## src/rtl/audio_pkg.sv

```systemverilog
// Shared definitions for the stereo sample path: default sample width,
// pairing FSM states and the packed layout of one stored left/right pair.
package audio_pkg;

  localparam int SAMPLE_W = 20;

  typedef enum logic {
    WAIT_A = 1'b0,
    WAIT_B = 1'b1
  } pair_state_t;

  typedef struct packed {
    logic                block_start;
    logic [SAMPLE_W-1:0] left;
    logic [SAMPLE_W-1:0] right;
  } pair_entry_t;

endpackage

```

## src/rtl/sync_fifo.sv

```systemverilog
// Single-clock FIFO whose read data is the head entry itself, so the consumer
// sees data as soon as the FIFO is non-empty. A write while full is accepted
// only when a read frees a slot in the same cycle.
module sync_fifo #(
  parameter int WIDTH = 41,
  parameter int DEPTH = 8
) (
  input  logic                       clk,
  input  logic                       rst,
  input  logic                       wr_en,
  input  logic [WIDTH-1:0]           wr_data,
  input  logic                       rd_en,
  output logic [WIDTH-1:0]           rd_data,
  output logic                       full,
  output logic                       empty,
  output logic [$clog2(DEPTH+1)-1:0] count
);

  localparam int PTR_W = (DEPTH > 1) ? $clog2(DEPTH) : 1;
  localparam int CNT_W = $clog2(DEPTH+1);

  logic [WIDTH-1:0] mem [DEPTH];
  logic [PTR_W-1:0] wr_ptr_q;
  logic [PTR_W-1:0] rd_ptr_q;
  logic [CNT_W-1:0] count_q;
  logic             wr_ok;
  logic             rd_ok;

  assign full    = (count_q == CNT_W'(DEPTH));
  assign empty   = (count_q == '0);
  assign rd_ok   = rd_en & ~empty;
  assign wr_ok   = wr_en & (~full | rd_ok);
  assign rd_data = mem[rd_ptr_q];
  assign count   = count_q;

  // Storage array; contents need no reset because empty masks them.
  always_ff @(posedge clk) begin
    if (wr_ok) mem[wr_ptr_q] <= wr_data;
  end

  // Pointers wrap at DEPTH-1 back to slot 0.
  always_ff @(posedge clk or posedge rst) begin
    if (rst) begin
      wr_ptr_q <= '0;
      rd_ptr_q <= '0;
    end else begin
      if (wr_ok) wr_ptr_q <= (wr_ptr_q == PTR_W'(DEPTH-1)) ? '0 : wr_ptr_q + PTR_W'(1);
      if (rd_ok) rd_ptr_q <= (rd_ptr_q == PTR_W'(DEPTH-1)) ? '0 : rd_ptr_q + PTR_W'(1);
    end
  end

  // Occupancy tracks accepted writes and reads; simultaneous ones cancel.
  always_ff @(posedge clk or posedge rst) begin
    if (rst) begin
      count_q <= '0;
    end else begin
      case ({wr_ok, rd_ok})
        2'b10:   count_q <= count_q + CNT_W'(1);
        2'b01:   count_q <= count_q - CNT_W'(1);
        default: count_q <= count_q;
      endcase
    end
  end

endmodule

```

## src/rtl/stereo_sample_buffer.sv

```systemverilog
// Pairs A/left and B/right samples from the frame dismantler into
// {block_start, left, right} entries and queues them in a fall-through FIFO.
//
//   state  | meaning
//   WAIT_A | expecting a left sample; a right sample here is an orphan
//   WAIT_B | holding a pending left; a right sample completes the pair
//
// The first clock edge after reset release ignores vin so a sample that is
// already on the bus when reset drops is never half-captured.
module stereo_sample_buffer import audio_pkg::*; #(
  parameter int SAMPLE_W = audio_pkg::SAMPLE_W,
  parameter int DEPTH    = 8
) (
  input  logic                       clk,
  input  logic                       rst,
  input  logic [SAMPLE_W-1:0]        din,
  input  logic                       vin,
  input  logic                       channel,
  input  logic                       done,
  input  logic                       kill,
  output logic [SAMPLE_W-1:0]        dout_left,
  output logic [SAMPLE_W-1:0]        dout_right,
  output logic                       dout_block_start,
  output logic                       dout_valid,
  input  logic                       dout_ready,
  output logic [$clog2(DEPTH+1)-1:0] count,
  output logic                       sync_err,
  output logic                       overflow
);

  localparam int ENTRY_W = 2*SAMPLE_W + 1;

  pair_state_t         state_q;
  pair_state_t         state_d;
  logic [SAMPLE_W-1:0] pending_left_q;
  logic                block_flag_q;
  logic                rst_hold_q;
  logic                sync_err_q;
  logic                overflow_q;
  logic                vin_ok;
  logic                push;
  logic                latch_left;
  logic                pair_err;
  logic                pop;
  logic                fifo_full;
  logic                fifo_empty;
  logic [ENTRY_W-1:0]  wr_entry;
  logic [ENTRY_W-1:0]  rd_entry;

  assign vin_ok = vin & ~rst_hold_q;

  // Marks the first edge after reset release so vin is ignored there.
  always_ff @(posedge clk or posedge rst) begin
    if (rst) rst_hold_q <= 1'b1;
    else     rst_hold_q <= 1'b0;
  end

  // Pairing FSM state register.
  always_ff @(posedge clk or posedge rst) begin
    if (rst) state_q <= WAIT_A;
    else     state_q <= state_d;
  end

  // Next state plus push/latch/error decode; kill overrides any sample.
  always_comb begin
    state_d    = state_q;
    push       = 1'b0;
    latch_left = 1'b0;
    pair_err   = 1'b0;
    if (kill) begin
      state_d = WAIT_A;
    end else if (vin_ok) begin
      case (state_q)
        WAIT_A: begin
          if (channel) begin
            pair_err = 1'b1;
          end else begin
            latch_left = 1'b1;
            state_d    = WAIT_B;
          end
        end
        WAIT_B: begin
          if (channel) begin
            push    = 1'b1;
            state_d = WAIT_A;
          end else begin
            latch_left = 1'b1;
            pair_err   = 1'b1;
          end
        end
        default: state_d = WAIT_A;
      endcase
    end
  end

  // Pending left sample; a repeated A overwrites, kill discards.
  always_ff @(posedge clk or posedge rst) begin
    if (rst)             pending_left_q <= '0;
    else if (kill)       pending_left_q <= '0;
    else if (latch_left) pending_left_q <= din;
  end

  // Block-start flag: done or kill arms it, any push attempt consumes it.
  // The pushed entry samples the flag before this update takes effect.
  always_ff @(posedge clk or posedge rst) begin
    if (rst)                block_flag_q <= 1'b1;
    else if (kill || done)  block_flag_q <= 1'b1;
    else if (push)          block_flag_q <= 1'b0;
  end

  // One-cycle sync error pulse and sticky overflow on a dropped pair.
  always_ff @(posedge clk or posedge rst) begin
    if (rst) begin
      sync_err_q <= 1'b0;
      overflow_q <= 1'b0;
    end else begin
      sync_err_q <= pair_err;
      if (push && fifo_full && !pop) overflow_q <= 1'b1;
    end
  end

  assign wr_entry = {block_flag_q, pending_left_q, din};
  assign pop      = dout_valid & dout_ready;

  sync_fifo #(
    .WIDTH (ENTRY_W),
    .DEPTH (DEPTH)
  ) u_fifo (
    .clk     (clk),
    .rst     (rst),
    .wr_en   (push),
    .wr_data (wr_entry),
    .rd_en   (dout_ready),
    .rd_data (rd_entry),
    .full    (fifo_full),
    .empty   (fifo_empty),
    .count   (count)
  );

  assign dout_valid = ~fifo_empty;
  assign {dout_block_start, dout_left, dout_right} = dout_valid ? rd_entry : '0;
  assign sync_err = sync_err_q;
  assign overflow = overflow_q;

endmodule

```

## config.mk

```make
export PLATFORM = sky130hd
export DESIGN_NAME = stereo_sample_buffer
export DESIGN_NICKNAME = d
export VERILOG_FILES = /design/src/rtl/audio_pkg.sv /design/src/rtl/sync_fifo.sv /design/src/rtl/stereo_sample_buffer.sv
export SDC_FILE = /design/constraint.sdc
export NUM_CORES = 1
export LEC_CHECK = 0
export ABC_AREA = 1
export BUFFER_PORTS_ARGS = -buffer_cell sky130_fd_sc_hd__buf_4
export CORE_MARGIN = 5
export CORE_UTILIZATION = 50
export DETAILED_ROUTE_END_ITERATION = 6
export GPL_ROUTABILITY_DRIVEN = 0
export PLACE_DENSITY = 0.67
export SLEW_MARGIN = 20
export SYNTH_ARGS = -nofsm -noshare
export SYNTH_HDL_FRONTEND = slang
export SYNTH_SLANG_ARGS = --single-unit
```

## constraint.sdc

```tcl
create_clock -name clk -period 7.11 [get_ports clk]
set_input_delay 2.133 -clock clk [delete_from_list [all_inputs] [get_ports clk]]
set_output_delay 2.133 -clock clk [all_outputs]
set_load 0.03 [all_outputs]
```

# Word level (Yosys, flattened, before mapping)
# Memories as Yosys holds them, arrays and structs flattened.
# Cells that the tools add are included.
# word_totals
reg_bits,35
latch_bits,0
mem_bits_rw,328
mem_bits_ro,0
output_inout_bits,48
mem_count,1
# mem_list
memory,depth,width,rd,rd_ports_with_merged_regs,write_ports,line_no,rtl
u_fifo.mem,8,41,1,0,1,sync_fifo.sv:22,logic [WIDTH-1:0] mem [DEPTH];
# classes
add_sub_neg,4
mul,0
n_div,0
order_cmp,0
n_eq_ne,5
shift,0
mux,22
bitwise_logic,8
n_reduce_logical,9
# op_table
operator,count
$mux 41,1
$mux 20,2
$mux 1,15
$pmux 4 s2,1
$reduce_bool 2->1,4
$add 3x1->3 const B,2
$eq 3x3->1 const B,2
$mux 3,2
$add 4x1->4 const B,1
$eq 4x4->1 const B,1
$logic_not 4->1,1
$not 1->1,4
$sub 4x1->4 const B,1
$and 1x1->1,3
$eq 2x1->1 const B,1
$eq 2x2->1 const B,1
$logic_and 1x1->1,2
$pmux 1 s2,1
$logic_not 1->1,1
$logic_or 1x1->1,1
$or 1x1->1,1

# Depth between registers and ports, before layout
# Gate-level depths: netlist of the first run.
# logic_depth
ltp_word,7
depth_mapped,13
mapped_depth_nobuf,13

# By module
# From an unflattened synthesis of the first run, not the netlist that was laid out.
# unflattened
cells_unflattened,1717
hier_area_um2,16188.0
# by_module_without_submodules
mod,instances,cells_per_inst,area_per_inst_um2,seq_area_each_um2
sync_fifo,1,1515,14786.7,10099.7
stereo_sample_buffer,1,202,1401.3,628.1

# Least setup slack after synthesis of the first run
# OpenSTA, ideal clock, no wires.
# synth_path
path_kind,in2reg
startpoint,input channel
endpoint,memory u_fifo.mem[0][0] (enable)
setup_time_ns,0.490
t_arrival_ns,5.611
slack_ns,1.009
stages,7
n_path_buf,0
path_cell_list,ha_1 -> nand3_1 -> nor2_1 -> nand2_1 -> inv_1 -> nand2_1 -> nor3_1
# synth_between
elab_chain_cells,7
# synth_rtl
item,line_no,rtl
"start, declared",stereo_sample_buffer.sv:18,"input logic channel,"
$mux 1,stereo_sample_buffer.sv:83,if (channel) begin
$mux 1,stereo_sample_buffer.sv:73,case (state_q)
$mux 1,stereo_sample_buffer.sv:72,end else if (vin_ok) begin
$mux 1,stereo_sample_buffer.sv:70,if (kill) begin
$and 1x1->1,sync_fifo.sv:32,assign wr_ok = wr_en & (~full | rd_ok);
$mux 1,sync_fifo.sv:38,if (wr_ok) mem[wr_ptr_q] <= wr_data;
$mux 1 (implied by the code),sync_fifo.sv:38,
"end, declared",sync_fifo.sv:22,
# No other way between the ends.

# Final worst setup path of the first run
# layout_path
startpoint,register u_fifo.rd_ptr_q[0]
endpoint,output dout_left[0]
# layout_between
elab_chain_cells,2
# layout_rtl
item,line_no,rtl
"start, declared",sync_fifo.sv:24,logic [PTR_W-1:0] rd_ptr_q;
"start signal, assigned",sync_fifo.sv:48,if (rd_ok) rd_ptr_q <= (rd_ptr_q == PTR_W'(DEPTH-1)) ? '0 : rd_ptr_q + PTR_W'(1);
$mem_v2 8x41,--,
$mux 41,stereo_sample_buffer.sv:141,"assign {dout_block_start, dout_left, dout_right} = dout_valid ? rd_entry : '0;"
"end, declared",stereo_sample_buffer.sv:21,"output logic [SAMPLE_W-1:0] dout_left,"
# No other way between the ends.

==> results of run 1 <==
[logic make-up after synthesis]
| family | Yosys count | synth area share [%] |
|---|---|---|
| flops | 363 | 74.0 |
| xor+xnor | 3 | 0.181 |
| compound gates | 276 | 10.6 |
| other cells | 1 | 0.0259 |
| mux | 1 | 0.0777 |
| simple gates | 400 | 10.7 |
| buf+inv | 110 | 3.65 |
| fa+ha+maj | 8 | 0.691 |
[worst max path at each step]
stage / from / end / slack [ns] / cells after the start
after floorplan: channel / u_fifo.mem[0][0]$_DFFE_PP_ / 1.01 / 7
after global placement: u_fifo.rd_ptr_q[0]$_DFFE_PP0P_ / dout_left[0] / 2.03 / 7
after detailed placement: u_fifo.rd_ptr_q[0]$_DFFE_PP0P_ / dout_left[0] / 2.00 / 7
after CTS: u_fifo.rd_ptr_q[0]$_DFFE_PP0P_ / dout_left[0] / 1.45 / 7
after global routing: u_fifo.rd_ptr_q[0]$_DFFE_PP0P_ / dout_left[0] / 1.40 / 8
final: u_fifo.rd_ptr_q[0]$_DFFE_PP0P_ / dout_left[0] / 1.66 / 8
[Yosys cell counts]
cell	number	area [um^2]
o31ai_1	1	7.51
o22ai_1	41	257
nor3b_1	1	7.51
o21ai_0	170	851
xor2_1	1	8.76
nand3_1	30	150
inv_1	37	139
nor2_1	299	1120
inv_2	1	3.75
o211ai_1	41	308
buf_2	17	85.1
buf_6	3	33.8
conb_1	1	3.75
xnor2_1	2	17.5
or2_2	1	6.26
ha_1	8	100
a21oi_1	1	5.00
o21ai_1	21	105
a211o_1	1	8.76
buf_8	1	15.0
nand2_1	67	251
edfxtp_1	328	9850
dfrtp_1	33	826
dfstp_2	2	52.6
nor3_1	2	10.0
clkbuf_1	34	128
buf_4	10	75.1
mux2_2	1	11.3
clkbuf_2	6	30.0
buf_12	1	20.0
[final cells by class]
cell class / count / share of cell area, %
tap: 384 / 2.90
inverter: 38 / 0.890
sequential: 363 / 64.8
clock inverter: 14 / 1.00
timing repair buffer: 91 / 4.20
clock buffer: 53 / 6.38
multi-input combinational: 689 / 19.9
[metal layers]
layer  up-vias  track usage (%)  wire [um]
li1       4264                -          -
met1      4544             27.5      14300
met2       265             32.6      15800
met3        41             3.86       1830
met4         0             4.72        541
met5         -                0          0
[worst max-delay path, cell delays in order (launching register included)]
cell and delay [ns]:
dfrtp_4 0.92, buf_4 0.86, nor2_1 0.14, nor2_1 0.12
o21ai_0 0.09, o211ai_1 0.12, nand2_1 0.07, nor2_1 0.23
buf_4 0.21
[through the flow]
stage               hold WS, ns  instance area [um^2]  utilization [%]
finish                    0.503                 16600             57.9
global route              0.512                 16600             57.9
CTS                       0.498                 16600             57.9
detailed placement        0.472                 15400             53.6
global placement          0.475                 15300             53.5
floorplan                 0.485                 14500                -
[power groups by stage]
stage               clock network (W)  logic (W)  registers [W]
finish                        0.00195    0.00232        0.00259
floorplan                           0    0.00174        0.00248
detailed placement                  0    0.00234        0.00263
CTS                           0.00197    0.00235        0.00259
global placement                    0    0.00232        0.00263
global route                  0.00207    0.00257        0.00260
[sequential cells by signal, indices dropped and copies added, names as in the netlist]
signal,cells
state_q,1
block_flag_q,1
u_fifo.wr_ptr_q,3
overflow,1
pending_left_q,20
rst_hold_q,1
u_fifo.mem,328
u_fifo.count,4
u_fifo.rd_ptr_q,3
sync_err,1
==> impl_metrics.ini, run 1 <==
[status]
outcome = finished, final reports clean

[setup_path]
path_class = register to primary output
crit_required_ns = 4.98
worstRegToRegCells = 8
critPathCaptureType = primary output
crit_path_max_fanout = 95
rrSetupSlack_ns = 4.21
reg2reg_to = u_fifo.mem[7][10]$_DFFE_PP_
critPathLaunchType = register
cp.arrival_ns = 3.31
r2r_start = state_q$_DFFE_PP0P_

[floorplan]
fp.dieW_um = 180
coreArea_um2 = 28600
dieArea_um2 = 32500
start_util_pct = 50.6
ios = 75
die_h_um = 180
fp-row-count = 62

[grt]
grt_max_degree = 113
grt_use_total_pct = 19.7
grt_first_pass_wirelength_mm = 51.0
antenna_found_initial = 0
grt_remaining_overflow = 0
grt_pass1_vias = 9065

[sta]
tns_ns = 0
fin_ws_ns = 1.66
period_minus_slack_ns = 5.45
fin_skew_ns = 0.0206
fmax_mhz = 184
rsz0062_at_grt = no
finalCritPeriodShare_pct = 76.6
relSlewSlack_pct = 28.3
hold_viol_final = 0
setup_viol = 0
finalMaxSlewViolations = 0
max_slew.worst_pin.slew_ns = 1.07

[placed_design]
dp_hpwl_mm = 17.6
io_buffers = 74
post-place-ws_ns = 2.00
placedCellCount = 1565

[clocking]
cts_tree = built
cts_buffers = 37
clockBufferDepth = 3
cts-root-buf = clkbuf_16
postCtsSetupRepairBufs = 0
cts_max_level = 2
clk_pin_slew_worst_paths_ns = 0.06
hold_buffers = 0
clkSinkCount = 363
clk_latency_ns = 0.52
ctsResizeCount = 0

[detailed_routing]
drc = 0
dr_total_vias = 9114
drt_wl_total_mm = 32.5
antenna_left = 0
vias_per_cell = 5.58
drt_iter0_drc = 910
wl_per_cell_um = 19.9
drt_first_pass_iters = 5

[cells_and_area]
stdcell_count = 1632
drive_above_1_share_pct = 12.8
final_nets = 1255
layout_commonest_cell = edfxtp_1
mostFrequentLayoutCells = 328 x edfxtp_1, 293 x nor2_1, 169 x o21ai_0
multi_input_area_um2 = 3290
regArea_um2 = 10700
n_antenna_cell = 0
nFillCells = 2238
area_growth_pct = 14.4

[pwr]
p_comb_share_pct = 33.9
vdd_drop_max_mv = 0.232
p_leak_nw = 5.88
p_int_w = 0.00432
swShare_pct = 37.0
clockPowerShare_pct = 28.4
power_frac_seq_pct = 37.8
p_per_area_nw_per_um2 = 414
p_sw_w = 0.00253
power_w = 0.00686

[worst_hold_path]
hold_path_depth = 2
holdPathEnd = overflow$_DFFE_PP0P_
min_from = overflow$_DFFE_PP0P_
hp-class = register to register

[yosys]
syn_inst = 1162
synth_warnings = 0
syn-cell-area_um2 = 14500
synth_cell_types = 30
synth_area_per_cell_um2 = 12.5
syn_nets = 1197
seq_area_frac_synth_pct = 74.0
synth-seq-cells = 363

[job]
cap_viol_max_count = 0
Note: power is estimated with default switching activity, not from simulation.
==> run 2: changes to the inputs <==
ABC_AREA = 0   (was 1)
clock period = 5.4 ns   (was 7.11 ns; I/O delays follow)
==> impl_metrics.ini, run 2 <==
[grt]
antenna_found_initial = 0
grt_remaining_overflow = 0
grt_pass1_vias = 7068
grt_first_pass_wirelength_mm = 42.6
grt_use_total_pct = 18.2
grt_max_degree = 58

[detailed_routing]
drt_first_pass_iters = 5
wl_per_cell_um = 24.7
vias_per_cell = 5.83
drt_iter0_drc = 617
drt_wl_total_mm = 27.6
dr_total_vias = 6526
antenna_left = 0
drc = 0

[clocking]
postCtsSetupRepairBufs = 0
ctsResizeCount = 0
clk_latency_ns = 0.52
hold_buffers = 0
clkSinkCount = 363
cts-root-buf = clkbuf_16
cts_tree = built
clk_pin_slew_worst_paths_ns = 0.06
clockBufferDepth = 3
cts_buffers = 37
cts_max_level = 2

[job]
cap_viol_max_count = 0

[setup_path]
slowest_delay_ns = 0.97
critPathTopFamily = flip-flops
critPathCaptureType = primary output
critical_path_buf_inv_count = 2
crit_required_ns = 3.78
crit_path_max_fanout = 42
crit_top_cell = buf_4
cpMaxStageDelayCell = dfrtp_4
crit_chain = buf_4 -> mux4_2 -> a22o_1 -> buf_4
critPathLaunchType = register
path_class = register to primary output
cp.arrival_ns = 2.90

[cells_and_area]
area_growth_pct = 16.3
drive_above_1_share_pct = 33.2
largest_reg_flops = 328
n_antenna_cell = 0
mostFrequentLayoutCells = 328 x edfxtp_1, 91 x buf_4, 82 x mux4_2
nFillCells = 1956
stdcell_count = 1119
largest_register = u_fifo.mem
final_nets = 747
utilization_pct = 58.4
layout_commonest_cell = edfxtp_1

[yosys]
syn_inst = 615
dominantRegCellSynth = edfxtp_1
synth-seq-cells = 363
synthTopCellsByArea = edfxtp_1 71%, mux4_2 13%, dfrtp_1 6.0%, a22o_1 3.9%, ha_1 0.72%
synth_xor_area_share_pct = 0.190
yosys.area.top_type = edfxtp_1
synth_most_common_cell = edfxtp_1
synth_cell_types = 43
syn-cell-area_um2 = 13800
synth_fa_ha_area_share_pct = 0.723
synth_top_area_share_pct = 71.2
synthTopCellsByCount = 328 x edfxtp_1, 82 x mux4_2, 61 x a22o_1
synth_area_per_cell_um2 = 22.5
synth_top_family_by_area = multiplexers
synth_edf_count = 328
synth_mux_area_share_pct = 13.8
seq_area_frac_synth_pct = 77.5
synth-simple-area-share_pct = 1.53
syn_nets = 650
synth_warnings = 0
synth_compound_area_share_pct = 4.63
async_flop_share_pct = 9.64

[placed_design]
placedCellCount = 1051
io_buffers = 74
dp_hpwl_mm = 15.0

[sta]
fmax_mhz = 221
relSlewSlack_pct = 40.5
max_slew.worst_pin.slew_ns = 0.893
period_minus_slack_ns = 4.52
hold_viol_final = 0
finalMaxSlewViolations = 0
finalCritPeriodShare_pct = 83.8
fin_skew_ns = 0.0211
setup_viol = 0
rsz0062_at_grt = no

[floorplan]
dieArea_um2 = 31100
start_util_pct = 50.2
ios = 75
coreArea_um2 = 27600
fp-row-count = 61
die_h_um = 176
fp.dieW_um = 176

[status]
outcome = finished, final reports clean

[pwr]
vdd_drop_max_mv = 0.322
p_per_area_nw_per_um2 = 512
p_leak_nw = 5.41

[worst_hold_path]
hp-class = register to register
[run 2: cell count changes after synthesis, moves of 30 or more]
| cell | before | now |
|---|---|---|
| mux4_2 | 0 | 82 |
| o21ai_0 | 170 | 2 |
| a22o_1 | 0 | 61 |
| nor2_1 | 299 | 7 |
| nand2_1 | 67 | 3 |
| nand3_1 | 30 | 0 |
| o211ai_1 | 41 | 0 |
| o22ai_1 | 41 | 0 |
[run 2: path summary, 6_finish.rpt]
path	start	to	slack (ns)	depth (start not counted)
max	u_fifo.rd_ptr_q[0]$_DFFE_PP0P_	dout_left[6]	0.88	4
max in group asynchronous	rst	u_fifo.rd_ptr_q[0]$_DFFE_PP0P_	3.73	3
min reg2reg	overflow$_DFFE_PP0P_	overflow$_DFFE_PP0P_	0.48	1
min	overflow$_DFFE_PP0P_	overflow$_DFFE_PP0P_	0.48	1
min in group asynchronous	rst	pending_left_q[3]$_DFFE_PP0P_	1.24	3
max reg2reg	u_fifo.count[0]$_DFFE_PP0P_	u_fifo.count[3]$_DFFE_PP0P_	2.19	6
[run 2: worst reg2reg max path: cells and delay by family (launching register included)]
family	cells	cell delay (ns)
AO/OA/AOI/OAI	3	1.32
adder cells (fa/ha/maj)	1	0.41
flip-flops	1	0.49
AND/OR/NAND/NOR	2	0.86
[run 2: logic make-up (layout without fill, tap and decap cells)]
| group | Yosys count | after routing |
|---|---|---|
| buffers and inverters | 43 | 169 |
| flip-flops | 363 | 363 |
| multiplexers | 88 | 88 |
| AO/OA/AOI/OAI | 74 | 74 |
| AND/OR/NAND/NOR | 35 | 35 |
| XOR/XNOR | 3 | 3 |
| adder cells (fa/ha/maj) | 8 | 8 |
| other | 1 | 1 |
[run 2: where the power goes]
group / switching [W] / total, W / internal (W)
Sequential: 0.000248 / 0.00334 / 0.00309
Clock: 0.000993 / 0.00243 / 0.00144
Combinational: 0.00131 / 0.00247 / 0.00116
[run 2: cell type report]
class / count / area, um^2 / area share, %
clock buffers: 51 / 1030 / 6.41
clock inverters: 17 / 135 / 0.840
inverters: 8 / 30.0 / 0.187
multi-input cells: 209 / 2970 / 18.4
flip-flops and latches: 363 / 10700 / 66.7
well taps: 378 / 473 / 2.94
repair buffers: 93 / 723 / 4.49
[run 2: stage by stage]
stage | worst slack (ns) | TNS (ns) | hold slack (ns) | power (W) | instance area [um^2]
finish | 0.876 | 0 | 0.479 | 0.00824 | 16100
detailed placement | 1.21 | 0 | 0.460 | 0.00591 | 14900
global route | 0.674 | 0 | 0.512 | 0.00859 | 16100
CTS | 0.779 | 0 | 0.478 | 0.00834 | 16100
floorplan | -1.68 | -368.25 | 0.487 | 0.00509 | 13800
global placement | 1.34 | 0 | 0.456 | 0.00588 | 14900
[run 2: routing by layer]
metal	track usage [%]	up-vias	share of wire [%]
li1	-	2811	-
met1	25.5	3480	42
met2	30.2	206	51
met3	3.08	29	5.4
met4	4.77	0	1.3
met5	0	-	0
==> run 3: changes to the inputs <==
clock period = 4.7 ns   (was 5.4 ns; I/O delays follow)
==> impl_metrics.ini, run 3 (synthesis gave the netlist of run 2 again) <==
[status]
outcome = finished, final reports clean

[cells_and_area]
layout_commonest_cell = edfxtp_1
utilization_pct = 59.2
mostFrequentLayoutCells = 328 x edfxtp_1, 93 x buf_4, 82 x mux4_2
largest_reg_flops = 328
n_antenna_cell = 0
area_growth_pct = 17.9
nFillCells = 1912
final_nets = 749
drive_above_1_share_pct = 35.1
stdcell_count = 1121
design_area_um2 = 16300
largest_register = u_fifo.mem

[placed_design]
placedCellCount = 1053
io_buffers = 74
dp_hpwl_mm = 15.1
placed_area_um2 = 15000

[worst_hold_path]
min_from = overflow$_DFFE_PP0P_
hp-class = register to register

[setup_path]
crit_required_ns = 3.29
critPathTopFamily = flip-flops
cp.arrival_ns = 2.66
crit_top_cell = buf_4
reg2reg_to = u_fifo.count[3]$_DFFE_PP0P_
critPathCaptureType = primary output
critical_path_buf_inv_count = 2
critPathLaunchType = register
path_class = register to primary output
crit_chain = buf_4 -> mux4_2 -> a22o_1 -> buf_4
cpMaxStageDelayCell = dfrtp_4
endpoint = dout_right[16]
rrSetupSlack_ns = 1.77
slowest_delay_ns = 0.80
worstRegToRegCells = 7
crit_path_start = u_fifo.rd_ptr_q[0]$_DFFE_PP0P_
crit_path_max_fanout = 29
worst-path-stages = 4
r2r_start = u_fifo.count[0]$_DFFE_PP0P_

[clocking]
ctsResizeCount = 0
clk_pin_slew_worst_paths_ns = 0.06
clkSinkCount = 363
clk_latency_ns = 0.51
cts_buffers = 37
cts_max_level = 2
postCtsSetupRepairBufs = 0
hold_buffers = 0
clockBufferDepth = 3
cts_tree = built
cts-root-buf = clkbuf_16

[detailed_routing]
drt_iter0_drc = 582
drc = 0
drt_wl_total_mm = 27.9
drt_first_pass_iters = 4
dr_total_vias = 6595
antenna_left = 0
wl_per_cell_um = 24.9
vias_per_cell = 5.88

[grt]
grt_remaining_overflow = 0
grt_use_total_pct = 18.5
grt_max_degree = 56
grt_pass1_vias = 7140
antenna_found_initial = 0
grt_first_pass_wirelength_mm = 43.6

[floorplan]
die_h_um = 176
fp-row-count = 61
start_util_pct = 50.2
dieArea_um2 = 31100
coreArea_um2 = 27600
fp.dieW_um = 176
ios = 75

[sta]
finalMaxSlewViolations = 0
relSlewSlack_pct = 43.1
finalCritPeriodShare_pct = 86.6
setup_viol = 0
rsz0062_at_grt = no
period_minus_slack_ns = 4.07
hold_viol_final = 0
fin_skew_ns = 0.0168
fmax_mhz = 246
max_slew.worst_pin.slew_ns = 0.852

[pwr]
vdd_drop_max_mv = 0.419
p_leak_nw = 5.50
p_per_area_nw_per_um2 = 599
power_w = 0.00978

[job]
cap_viol_max_count = 0
run 3: metal layers:
layer / vias up / global-route usage (%) / wire (um)
met2: 198 / 30.9 / 14100
met5: - / 0 / 0
met1: 3528 / 25.6 / 11700
met4: 0 / 5.29 / 650
met3: 48 / 3.15 / 1440
li1: 2821 / - / -
run 3: final cells by class:
type	instances	area [um^2]	area share (%)
sequential	363	10700	65.8
multi-input combinational	209	3020	18.5
clock buffer	50	1100	6.75
timing repair buffer	95	738	4.52
tap	378	473	2.90
clock inverter	18	218	1.33
inverter	8	30.0	0.184
run 3: how the worst min path moves through the flow:
| stage | to | cells after the start | slack, ns |
|---|---|---|---|
| floorplan | state_q$_DFFE_PP0P_ | 2 | 0.49 |
| global placement | overflow$_DFFE_PP0P_ | 1 | 0.46 |
| detailed placement | overflow$_DFFE_PP0P_ | 1 | 0.46 |
| CTS | overflow$_DFFE_PP0P_ | 1 | 0.48 |
| global route | overflow$_DFFE_PP0P_ | 1 | 0.50 |
| finish | overflow$_DFFE_PP0P_ | 1 | 0.48 |
run 3: where the power goes:
group | internal (W) | switching, W | leakage (nW)
Clock | 0.00188 | 0.00118 | 0.638
Combinational | 0.00135 | 0.00160 | 1.44
Sequential | 0.00356 | 0.000209 | 3.42
Total | 0.00679 | 0.00299 | 5.50
run 3: through the flow:
stage / worst slack [ns] / hold slack, ns / TNS (ns)
detailed placement: 1.03 / 0.457 / 0
global placement: 1.11 / 0.457 / 0
finish: 0.629 / 0.479 / 0
CTS: 0.518 / 0.478 / 0
floorplan: -0.698 / 0.487 / -80.04
global route: 0.421 / 0.495 / 0
run 3: worst register-to-register path: stages (launching register included):
cell	delay (ns)
dfrtp_1	0.48
or3_1	0.45
o211ai_2	0.17
buf_4	0.31
ha_1	0.33
or3b_1	0.39
a2111oi_0	0.48
o221ai_1	0.19
